==> src/rtl/ram_access_ctrl_if.sv <==
// Bus bundle between the core requesters (IF, LS), the access controller
// and the single-port word-wide data RAM.
interface ram_access_ctrl_if #(
    parameter int ADDR_W = 16
);
    // instruction fetch port
    logic              if_req;
    logic [31:0]       if_addr;
    logic              if_gnt;
    logic              if_rvalid;
    logic [31:0]       if_rdata;

    // load/store port
    logic              ls_req;
    logic              ls_we;
    logic [1:0]        ls_size;
    logic [31:0]       ls_addr;
    logic [31:0]       ls_wdata;
    logic              ls_gnt;
    logic              ls_rvalid;
    logic [31:0]       ls_rdata;
    logic              ls_err;

    // RAM port
    logic [ADDR_W-1:0] mem_addr;
    logic              mem_we;
    logic [31:0]       mem_wdata;
    logic [31:0]       mem_rdata;

    // controller view
    modport slave (
        input  if_req, if_addr,
        output if_gnt, if_rvalid, if_rdata,
        input  ls_req, ls_we, ls_size, ls_addr, ls_wdata,
        output ls_gnt, ls_rvalid, ls_rdata, ls_err,
        output mem_addr, mem_we, mem_wdata,
        input  mem_rdata
    );

    // requester / RAM view
    modport master (
        output if_req, if_addr,
        input  if_gnt, if_rvalid, if_rdata,
        output ls_req, ls_we, ls_size, ls_addr, ls_wdata,
        input  ls_gnt, ls_rvalid, ls_rdata, ls_err,
        input  mem_addr, mem_we, mem_wdata,
        output mem_rdata
    );
endinterface

==> src/rtl/ram_access_ctrl.sv <==
// Shares one synchronous single-port data RAM between instruction fetch and
// load/store. Round-robin on contention, fixed 1-cycle read latency, and
// sub-word stores turned into read-modify-write so the RAM only sees full
// word writes.
module ram_access_ctrl #(
    parameter int ADDR_W = 16
) (
    input  logic                 clk,
    input  logic                 rst,
    ram_access_ctrl_if.slave     bus
);

    typedef enum logic [0:0] {
        ST_IDLE  = 1'b0,
        ST_MERGE = 1'b1
    } state_t;

    // Replace the addressed byte or halfword lane of a word (little-endian).
    function automatic logic [31:0] merge_lanes(
        input logic [31:0] old_word,
        input logic [15:0] data,
        input logic        half,
        input logic [1:0]  lane
    );
        logic [31:0] w;
        w = old_word;
        if (half) begin
            if (lane[1]) begin
                w[31:16] = data;
            end else begin
                w[15:0] = data;
            end
        end else begin
            case (lane)
                2'd0:    w[7:0]   = data[7:0];
                2'd1:    w[15:8]  = data[7:0];
                2'd2:    w[23:16] = data[7:0];
                2'd3:    w[31:24] = data[7:0];
                default: w = old_word;
            endcase
        end
        return w;
    endfunction

    // Misaligned halfword/word or the reserved size code.
    function automatic logic ls_bad_access(
        input logic [1:0] size,
        input logic [1:0] low_addr
    );
        logic bad;
        case (size)
            2'b00:   bad = 1'b0;
            2'b01:   bad = low_addr[0];
            2'b10:   bad = (low_addr != 2'b00);
            default: bad = 1'b1;
        endcase
        return bad;
    endfunction

    state_t             state_r;
    logic               last_ls_r;      // 1: LS was granted most recently
    logic               if_rvalid_r;
    logic               ls_rvalid_r;
    logic [31:0]        if_rdata_r;
    logic [31:0]        ls_rdata_r;
    logic [ADDR_W-1:0]  mrg_addr_r;
    logic [1:0]         mrg_lane_r;
    logic               mrg_half_r;
    logic [15:0]        mrg_data_r;

    logic               if_gnt_s;
    logic               ls_gnt_s;
    logic               ls_err_s;
    logic               ls_rd_s;        // LS load accepted
    logic               ls_rmw_s;       // LS sub-word store accepted
    logic               pick_ls_s;
    logic [ADDR_W-1:0]  mem_addr_s;
    logic               mem_we_s;
    logic [31:0]        mem_wdata_s;

    // Upper address bits alias by design; upper store data is not used.
    logic               unused_s;
    assign unused_s = ^{bus.if_addr[31:ADDR_W+2], bus.if_addr[1:0],
                        bus.ls_addr[31:ADDR_W+2], bus.ls_wdata[31:16]};

    // Arbitration, grant decode and RAM port drive for the current cycle.
    always_comb begin
        if_gnt_s    = 1'b0;
        ls_gnt_s    = 1'b0;
        ls_err_s    = 1'b0;
        ls_rd_s     = 1'b0;
        ls_rmw_s    = 1'b0;
        mem_we_s    = 1'b0;
        mem_wdata_s = 32'h0000_0000;
        mem_addr_s  = bus.if_addr[ADDR_W+1:2];
        pick_ls_s   = bus.ls_req & (~bus.if_req | ~last_ls_r);
        if (!rst) begin
            pick_ls_s = 1'b0;
        end else if (state_r == ST_MERGE) begin
            // second half of read-modify-write: commit merged word
            mem_addr_s  = mrg_addr_r;
            mem_we_s    = 1'b1;
            mem_wdata_s = merge_lanes(bus.mem_rdata, mrg_data_r, mrg_half_r, mrg_lane_r);
        end else if (pick_ls_s) begin
            ls_gnt_s = 1'b1;
            if (ls_bad_access(bus.ls_size, bus.ls_addr[1:0])) begin
                ls_err_s = 1'b1;
            end else begin
                mem_addr_s = bus.ls_addr[ADDR_W+1:2];
                if (!bus.ls_we) begin
                    ls_rd_s = 1'b1;
                end else if (bus.ls_size == 2'b10) begin
                    mem_we_s    = 1'b1;
                    mem_wdata_s = bus.ls_wdata;
                end else begin
                    ls_rmw_s = 1'b1;
                end
            end
        end else if (bus.if_req) begin
            if_gnt_s   = 1'b1;
            mem_addr_s = bus.if_addr[ADDR_W+1:2];
        end else begin
            if_gnt_s = 1'b0;
        end
    end

    // Controller state: FSM, round-robin pointer, read return and RMW latch.
    always_ff @(posedge clk or negedge rst) begin
        if (!rst) begin
            state_r     <= ST_IDLE;
            last_ls_r   <= 1'b0;
            if_rvalid_r <= 1'b0;
            ls_rvalid_r <= 1'b0;
            if_rdata_r  <= 32'h0000_0000;
            ls_rdata_r  <= 32'h0000_0000;
            mrg_addr_r  <= '0;
            mrg_lane_r  <= 2'b00;
            mrg_half_r  <= 1'b0;
            mrg_data_r  <= 16'h0000;
        end else begin
            if_rvalid_r <= if_gnt_s;
            ls_rvalid_r <= ls_rd_s;
            if (if_rvalid_r) begin
                if_rdata_r <= bus.mem_rdata;
            end
            if (ls_rvalid_r) begin
                ls_rdata_r <= bus.mem_rdata;
            end
            if (if_gnt_s | ls_gnt_s) begin
                last_ls_r <= ls_gnt_s;
            end
            case (state_r)
                ST_IDLE: begin
                    if (ls_rmw_s) begin
                        state_r    <= ST_MERGE;
                        mrg_addr_r <= bus.ls_addr[ADDR_W+1:2];
                        mrg_lane_r <= bus.ls_addr[1:0];
                        mrg_half_r <= (bus.ls_size == 2'b01);
                        mrg_data_r <= bus.ls_wdata[15:0];
                    end
                end
                ST_MERGE: state_r <= ST_IDLE;
                default:  state_r <= ST_IDLE;
            endcase
        end
    end

    // Read data follows the RAM in the valid cycle and holds afterwards.
    assign bus.if_gnt    = if_gnt_s;
    assign bus.ls_gnt    = ls_gnt_s;
    assign bus.ls_err    = ls_err_s;
    assign bus.if_rvalid = if_rvalid_r;
    assign bus.ls_rvalid = ls_rvalid_r;
    assign bus.if_rdata  = if_rvalid_r ? bus.mem_rdata : if_rdata_r;
    assign bus.ls_rdata  = ls_rvalid_r ? bus.mem_rdata : ls_rdata_r;
    assign bus.mem_addr  = mem_addr_s;
    assign bus.mem_we    = mem_we_s;
    assign bus.mem_wdata = mem_wdata_s;

endmodule

==> src/flat_wrapper.sv <==
// flat-port wrapper written by rule: the top's interface ports become plain ports
module ram_access_ctrl_flat 
#(
    parameter int ADDR_W = 16
)
  (clk, rst, bus_if_req, bus_if_addr, bus_if_gnt, bus_if_rvalid, bus_if_rdata, bus_ls_req, bus_ls_we, bus_ls_size, bus_ls_addr, bus_ls_wdata, bus_ls_gnt, bus_ls_rvalid, bus_ls_rdata, bus_ls_err, bus_mem_addr, bus_mem_we, bus_mem_wdata, bus_mem_rdata);
  ram_access_ctrl_if #(.ADDR_W(ADDR_W)) bus_i ();
  input  logic clk;
  input  logic rst;
  input wire logic [$bits(bus_i.if_req)-1:0] bus_if_req;
  input wire logic [$bits(bus_i.if_addr)-1:0] bus_if_addr;
  output wire logic [$bits(bus_i.if_gnt)-1:0] bus_if_gnt;
  output wire logic [$bits(bus_i.if_rvalid)-1:0] bus_if_rvalid;
  output wire logic [$bits(bus_i.if_rdata)-1:0] bus_if_rdata;
  input wire logic [$bits(bus_i.ls_req)-1:0] bus_ls_req;
  input wire logic [$bits(bus_i.ls_we)-1:0] bus_ls_we;
  input wire logic [$bits(bus_i.ls_size)-1:0] bus_ls_size;
  input wire logic [$bits(bus_i.ls_addr)-1:0] bus_ls_addr;
  input wire logic [$bits(bus_i.ls_wdata)-1:0] bus_ls_wdata;
  output wire logic [$bits(bus_i.ls_gnt)-1:0] bus_ls_gnt;
  output wire logic [$bits(bus_i.ls_rvalid)-1:0] bus_ls_rvalid;
  output wire logic [$bits(bus_i.ls_rdata)-1:0] bus_ls_rdata;
  output wire logic [$bits(bus_i.ls_err)-1:0] bus_ls_err;
  output wire logic [$bits(bus_i.mem_addr)-1:0] bus_mem_addr;
  output wire logic [$bits(bus_i.mem_we)-1:0] bus_mem_we;
  output wire logic [$bits(bus_i.mem_wdata)-1:0] bus_mem_wdata;
  input wire logic [$bits(bus_i.mem_rdata)-1:0] bus_mem_rdata;
  assign bus_i.if_req = bus_if_req;
  assign bus_i.if_addr = bus_if_addr;
  assign bus_if_gnt = bus_i.if_gnt;
  assign bus_if_rvalid = bus_i.if_rvalid;
  assign bus_if_rdata = bus_i.if_rdata;
  assign bus_i.ls_req = bus_ls_req;
  assign bus_i.ls_we = bus_ls_we;
  assign bus_i.ls_size = bus_ls_size;
  assign bus_i.ls_addr = bus_ls_addr;
  assign bus_i.ls_wdata = bus_ls_wdata;
  assign bus_ls_gnt = bus_i.ls_gnt;
  assign bus_ls_rvalid = bus_i.ls_rvalid;
  assign bus_ls_rdata = bus_i.ls_rdata;
  assign bus_ls_err = bus_i.ls_err;
  assign bus_mem_addr = bus_i.mem_addr;
  assign bus_mem_we = bus_i.mem_we;
  assign bus_mem_wdata = bus_i.mem_wdata;
  assign bus_i.mem_rdata = bus_mem_rdata;
  ram_access_ctrl #(.ADDR_W(ADDR_W)) u_core (.clk(clk), .rst(rst), .bus(bus_i));
endmodule
==> config.mk <==
export PLATFORM = sky130hd
export DESIGN_NAME = ram_access_ctrl_flat
export DESIGN_NICKNAME = d
export VERILOG_FILES = /design/src/rtl/ram_access_ctrl_if.sv /design/src/rtl/ram_access_ctrl.sv /design/src/flat_wrapper.sv
export SDC_FILE = /design/constraint.sdc
export NUM_CORES = 1
export LEC_CHECK = 0
export ABC_AREA = 1
export BUFFER_PORTS_ARGS = -buffer_cell sky130_fd_sc_hd__buf_2
export CAP_MARGIN = 20
export CORE_UTILIZATION = 35
export CTS_CLUSTER_SIZE = 40
export DETAILED_ROUTE_END_ITERATION = 16
export GPL_TIMING_DRIVEN = 0
export HOLD_SLACK_MARGIN = 0.12
export PLACE_DENSITY = 0.61
export SLEW_MARGIN = 30
export SYNTH_ARGS = -nofsm -noshare
export SYNTH_HDL_FRONTEND = slang
export SYNTH_SLANG_ARGS = --single-unit
==> constraint.sdc <==
create_clock -name clk -period 2.1 [get_ports clk]
set_clock_uncertainty 0.05 [all_clocks]
set_input_delay 0.42 -clock clk [delete_from_list [all_inputs] [get_ports clk]]
set_output_delay 0.42 -clock clk [all_outputs]
set_load 0.02 [all_outputs]
# Yosys cells after proc, flatten, opt, wreduce, memory -nomap -nowiden
# Cells that the tools add are included.
# totals
register_bits,103
in_bits,135
# op_classes
n_eq_ne,5
muxes,53
bitwise_logic,6
n_reduce_logical,4
# op_table
cell,n
2-to-1 mux 32 bit,9
2-to-1 mux 16 bit,6
2-to-1 mux 1 bit,32
2-to-1 mux 8 bit,4
equality test 2 bit (second input constant),3
equality test 2 x 1 -> 1 bit (second input constant),2
zero test 2 bit,2
NOT 1 bit,3
one-hot mux 1 bit (3 select lines),1
OR 1 bit,2
one-hot mux 1 bit (2 select lines),1
AND reduction 2 bit,1
nonzero test 2 bit,1
bitwise AND 1 bit,1

# Logic depth before layout (Yosys ltp)
# depth
ltp_word,12
depth_mapped,10
ltp_nobuf,8

# Worst setup path after synthesis
# Ideal clock, no wire load.
# synth_timing
kind,input to output
from,input bus_ls_size[1]
to,output bus_mem_wdata[22]
arrival_time_ps,1428
t_required_ps,1630
path_slack_ps,202
cell_stages,9
n_path_buf,2
path_cell_list,buf_2 inv_2 nand2_1 nand2_4 buf_2 nand3_1 nand2_1 nand2_1 nor2_1
# synth_between
elab_chain_cells,9
# synth_rtl
element,line,rtl
"start, declared",flat_wrapper.sv:17,input wire logic [$bits(bus_i.ls_size)-1:0] bus_ls_size;
"equality test 2 bit, or another cell as far along","ram_access_ctrl.sv:51, ram_access_ctrl.sv:112",
one-hot mux 1 bit (3 select lines),ram_access_ctrl.sv:51,case (size)
2-to-1 mux 1 bit,ram_access_ctrl.sv:104,end else if (pick_ls_s) begin
2-to-1 mux 1 bit,ram_access_ctrl.sv:99,end else if (state_r == ST_MERGE) begin
2-to-1 mux 1 bit,ram_access_ctrl.sv:97,if (!rst) begin
2-to-1 mux 32 bit *,ram_access_ctrl.sv:106,"if (ls_bad_access(bus.ls_size, bus.ls_addr[1:0])) begin"
2-to-1 mux 32 bit *,ram_access_ctrl.sv:104,
2-to-1 mux 32 bit *,ram_access_ctrl.sv:99,
2-to-1 mux 32 bit *,ram_access_ctrl.sv:97,
"end, declared",flat_wrapper.sv:26,output wire logic [$bits(bus_i.mem_wdata)-1:0] bus_mem_wdata;
# Mark *: on every way between the ends. The rest lies on a longest branch, timed or not. The select of a mux whose other input is x is not followed.

# Worst setup path after layout
# layout_timing
from,register u_core.mrg_lane_r[0]
to,output bus_mem_wdata[9]
# layout_between
elab_chain_cells,5
# layout_rtl
element,line,rtl
"start, declared",ram_access_ctrl.sv:67,logic [1:0] mrg_lane_r;
"start signal, assigned",ram_access_ctrl.sv:157,mrg_lane_r <= bus.ls_addr[1:0];
equality test 2 x 1 -> 1 bit,ram_access_ctrl.sv:34,case (lane)
2-to-1 mux 8 bit,ram_access_ctrl.sv:34,
2-to-1 mux 32 bit,ram_access_ctrl.sv:27,if (half) begin
2-to-1 mux 32 bit,ram_access_ctrl.sv:99,
2-to-1 mux 32 bit,ram_access_ctrl.sv:97,
# Every way passes these cells.

==> impl_metrics.toml <==
[status]
status = "finished with violations"
violations = "negative setup slack"

[clock_tree]
clockBufferDepth = 2
cts-root-buf = "clkbuf_16"
numCtsBuffers = 9
insertion_delay_ns = 0.36
clkSinkCount = 103
clkTransAtPathRegs_ns = 0.08
cts_htree_levels = 3
cts_tree = "yes"

[synth]
ys_top_cells_by_area = "dfrtp_1 (38%), nand2_1 (19%), nand3_1 (14%)"
ys_ff_latch = 103
syn_avg_cell_area_um2 = 7.05
synth.most_common_cell = "nand2_1"
ys.flop_type = "dfrtp_1"
synth-compound-area-share_pct = 1.25
yosys.area.top_type = "dfrtp_1"
ys_top_cells_by_count = "nand2_1 (346), nand3_1 (184), dfrtp_1 (103)"
synth_top_area_share_pct = 37.8
async_flop_share_pct = 100
yosys.area_share.simple_pct = 42.5
synth_cell_types = 23
synthXorXnorAreaFrac_pct = 0
synth_fa_ha_area_share_pct = 0
syn-instance-count = 967
synth_edf_count = 0
synth_nets = 1102
synth_top_family_by_area = "simple AND/OR/NAND/NOR gates"
yosys_warnings = 0
syn_area_um2 = 6810
seq_area_frac_synth_pct = 37.8
muxShareOfSynthArea_pct = 10.6

[pwr]
leakage_nw = 4.94
irDropWorstVdd_v = 0.000481
clockPowerShare_pct = 22.5
cell_internal_pwr_mw = 4.98
pwr_density_cell_nw_per_um2 = 846
p_switching_mw = 3.22
pwr-share-comb_pct = 43.1
sequentialPowerShare_pct = 34.4
p_sw_share_pct = 39.3

[worst_setup_path]
path_buf_inv = 3
startpoint = "u_core.mrg_lane_r[0]"
worstPathRequired_ns = 1.63
worst_r2r_endpoint = "u_core.mrg_data_r[2]"
start_kind = "flop"
rrSetupSlack_ns = 0.26
cp-end-kind = "output port"
path_delay_family = "simple AND/OR/NAND/NOR gates"
r2r_start = "u_core.last_ls_r"
crit_path_cell_trace = "buf_8 > buf_12 > nand2_8 > nand2_2 > nand3_2 > nand2_2 > nand2_1 > nand2_1 > nor2_1 > buf_4"
cp_slowest_cell = "dfrtp_2"
crit_fanout = 8
crit_arrival_ns = 1.79
rr_worst_depth = 12
cp_slowest_stage_delay_ns = 0.46
critPathKind = "reg -> out"

[floorplanning]
die_h_um = 142
start_util_pct = 36.1
num_rows = 50
io-pin-count = 253
die-area_um2 = 20000
die_w_um = 142
design.core.area_um2 = 18900

[final_layout]
stdcell_area_um2 = 9680
syn2layout_area_growth_pct = 42.1
nets = 1359
drive_gt1_share_pct = 37.8

[grt]
overflow = 0
grt_max_degree = 70
antenna_found_initial = 2
grt_pass1_vias = 7178
grt_pass1_wl_um = 37800
grt_use_total_pct = 24.4

[timing]
max-slew-margin-rel_pct = 65.0
tns_ns = -3.70
layout_min_cycle_time_ns = 2.26
period_share_pct = 108
rsz0062_at_grt = "yes"
tightest_slew_ns = 0.525
finalWorstSetupSlack_ns = -0.161
final_hold_viol_count = 0
slew_violations = 0
setup_viol = 45
fmax_mhz = 442

[detailed_routing]
drt_wl_total_um = 25300
detail-route-antenna-nets = 0
dr.pass1.iters = 6
via_per_inst = 5.24
num_vias = 7815
drt_iter0_markers = 635
drc = 0
routedWlPerCell_um = 17.0

[placement]
dp_hpwl_um = 18500
gp_congestion = 0.900
place_area_um2 = 8280
portBuffers = 221

[min_path]
min_to = "u_core.mrg_addr_r[4]"
holdPathStages = 3
holdCritPathClass = "in -> reg"
hp-start = "bus_ls_addr[6]"

[flow_run]
cap_violations = 0
[per-stage QoR]
| step | total power, mW | instances | util [%] | setup WS [ns] | hold slack [ns] |
|---|---|---|---|---|---|
| final | 8.19 | 1490 | 51.3 | -0.161 | 0.263 |
| after global routing | 8.63 | 1490 | 51.3 | -0.225 | 0.283 |
| after CTS | 7.94 | 1475 | 48.5 | -0.117 | 0.261 |
| after detailed placement | 5.73 | 1449 | 43.8 | -0.365 | 0.265 |
| after global placement | 5.67 | 1448 | 43.6 | -2.18 | 0.405 |
| after floorplan | 4.67 | 967 | - | 0.202 | 0.0744 |
[kinds of logic after synthesis]
kind of cell | count (synthesis)
DFF | 103
muxes | 64
and+or+nand+nor | 660
AOI/OAI and AO/OA | 17
buffers and inverters | 123
[worst max-delay path by stage]
| stage | slack [ns] | to | depth (start not counted) |
|---|---|---|---|
| after global routing | -0.23 | bus_mem_wdata[24] | 10 |
| after detailed placement | -0.36 | bus_mem_addr[12] | 8 |
| after CTS | -0.12 | bus_mem_wdata[9] | 10 |
| after floorplan | 0.20 | bus_mem_wdata[22] | 9 |
| after global placement | -2.18 | bus_mem_addr[12] | 8 |
| final | -0.16 | bus_mem_wdata[9] | 10 |
[worst register-to-register path, cell delays in order, from the launching register on]
cell	delay, ns
dfrtp_1	0.40
nand2_2	0.09
nand2_4	0.06
clkinv_4	0.08
buf_8	0.13
nand2_8	0.07
buf_8	0.15
buf_4	0.14
inv_4	0.10
nand3_4	0.15
buf_6	0.19
nand2_1	0.06
nand2_1	0.06
[power by group through the flow]
stage / clock network (mW) / registers [mW] / logic [mW]
6_report: 1.85 / 2.81 / 3.53
5_1_grt: 1.95 / 2.87 / 3.81
4_1_cts: 1.88 / 2.79 / 3.26
3_5_place_dp: 0 / 2.82 / 2.90
3_3_place_gp: 0 / 2.80 / 2.87
2_1_floorplan: 0 / 2.68 / 1.99
[per-layer routing]
metal	GRT usage [%]	vias to the layer above	part of all wire, %
met4	7.30	2	2.2
met3	4.72	45	7.8
li1	-	3687	-
met1	32.2	3751	43
met2	40.5	330	47
met5	0	-	0.051
[cell usage in the layout (no fill, tap or decap), drive strengths merged, types with 2 or more instances in the layout]
cell / count
inv: 45
dfrtp: 103
nand3: 185
nand4: 36
nor2: 74
buf: 288
mux2: 64
nand2: 350
bufinv: 2
clkbuf: 43
o21ai: 16
nand3b: 16
clkinv: 5
[final cells by class]
cell class | instances | area (um2)
Clock inverter | 6 | 91.3
Fill cell | 1912 | 9210
Clock buffer | 10 | 229
Tap cell | 260 | 325
Buffer | 73 | 613
Inverter | 46 | 203
Timing Repair Buffer | 249 | 1680
Multi-Input combinational cell | 742 | 3960
Antenna cell | 1 | 2.50
Sequential cell | 103 | 2580
[state kept, by name (all words and copies together) (netlist names), 2 cells and up]
name,cells
u_core.if_rdata_r,32
u_core.ls_rdata_r,32
u_core.mrg_addr_r,16
u_core.mrg_data_r,16
u_core.mrg_lane_r,2
[repair_timing]
item,4_1_cts,5_1_grt
resized for setup,157,106
setup endpoints to repair,115,82
cloned,1,3
buffers inserted,10,12
hold buffers,2,0
pin swaps,23,28
endpoints found under the hold margin,34,0
No activity file was read; power rests on OpenSTA's default activity.
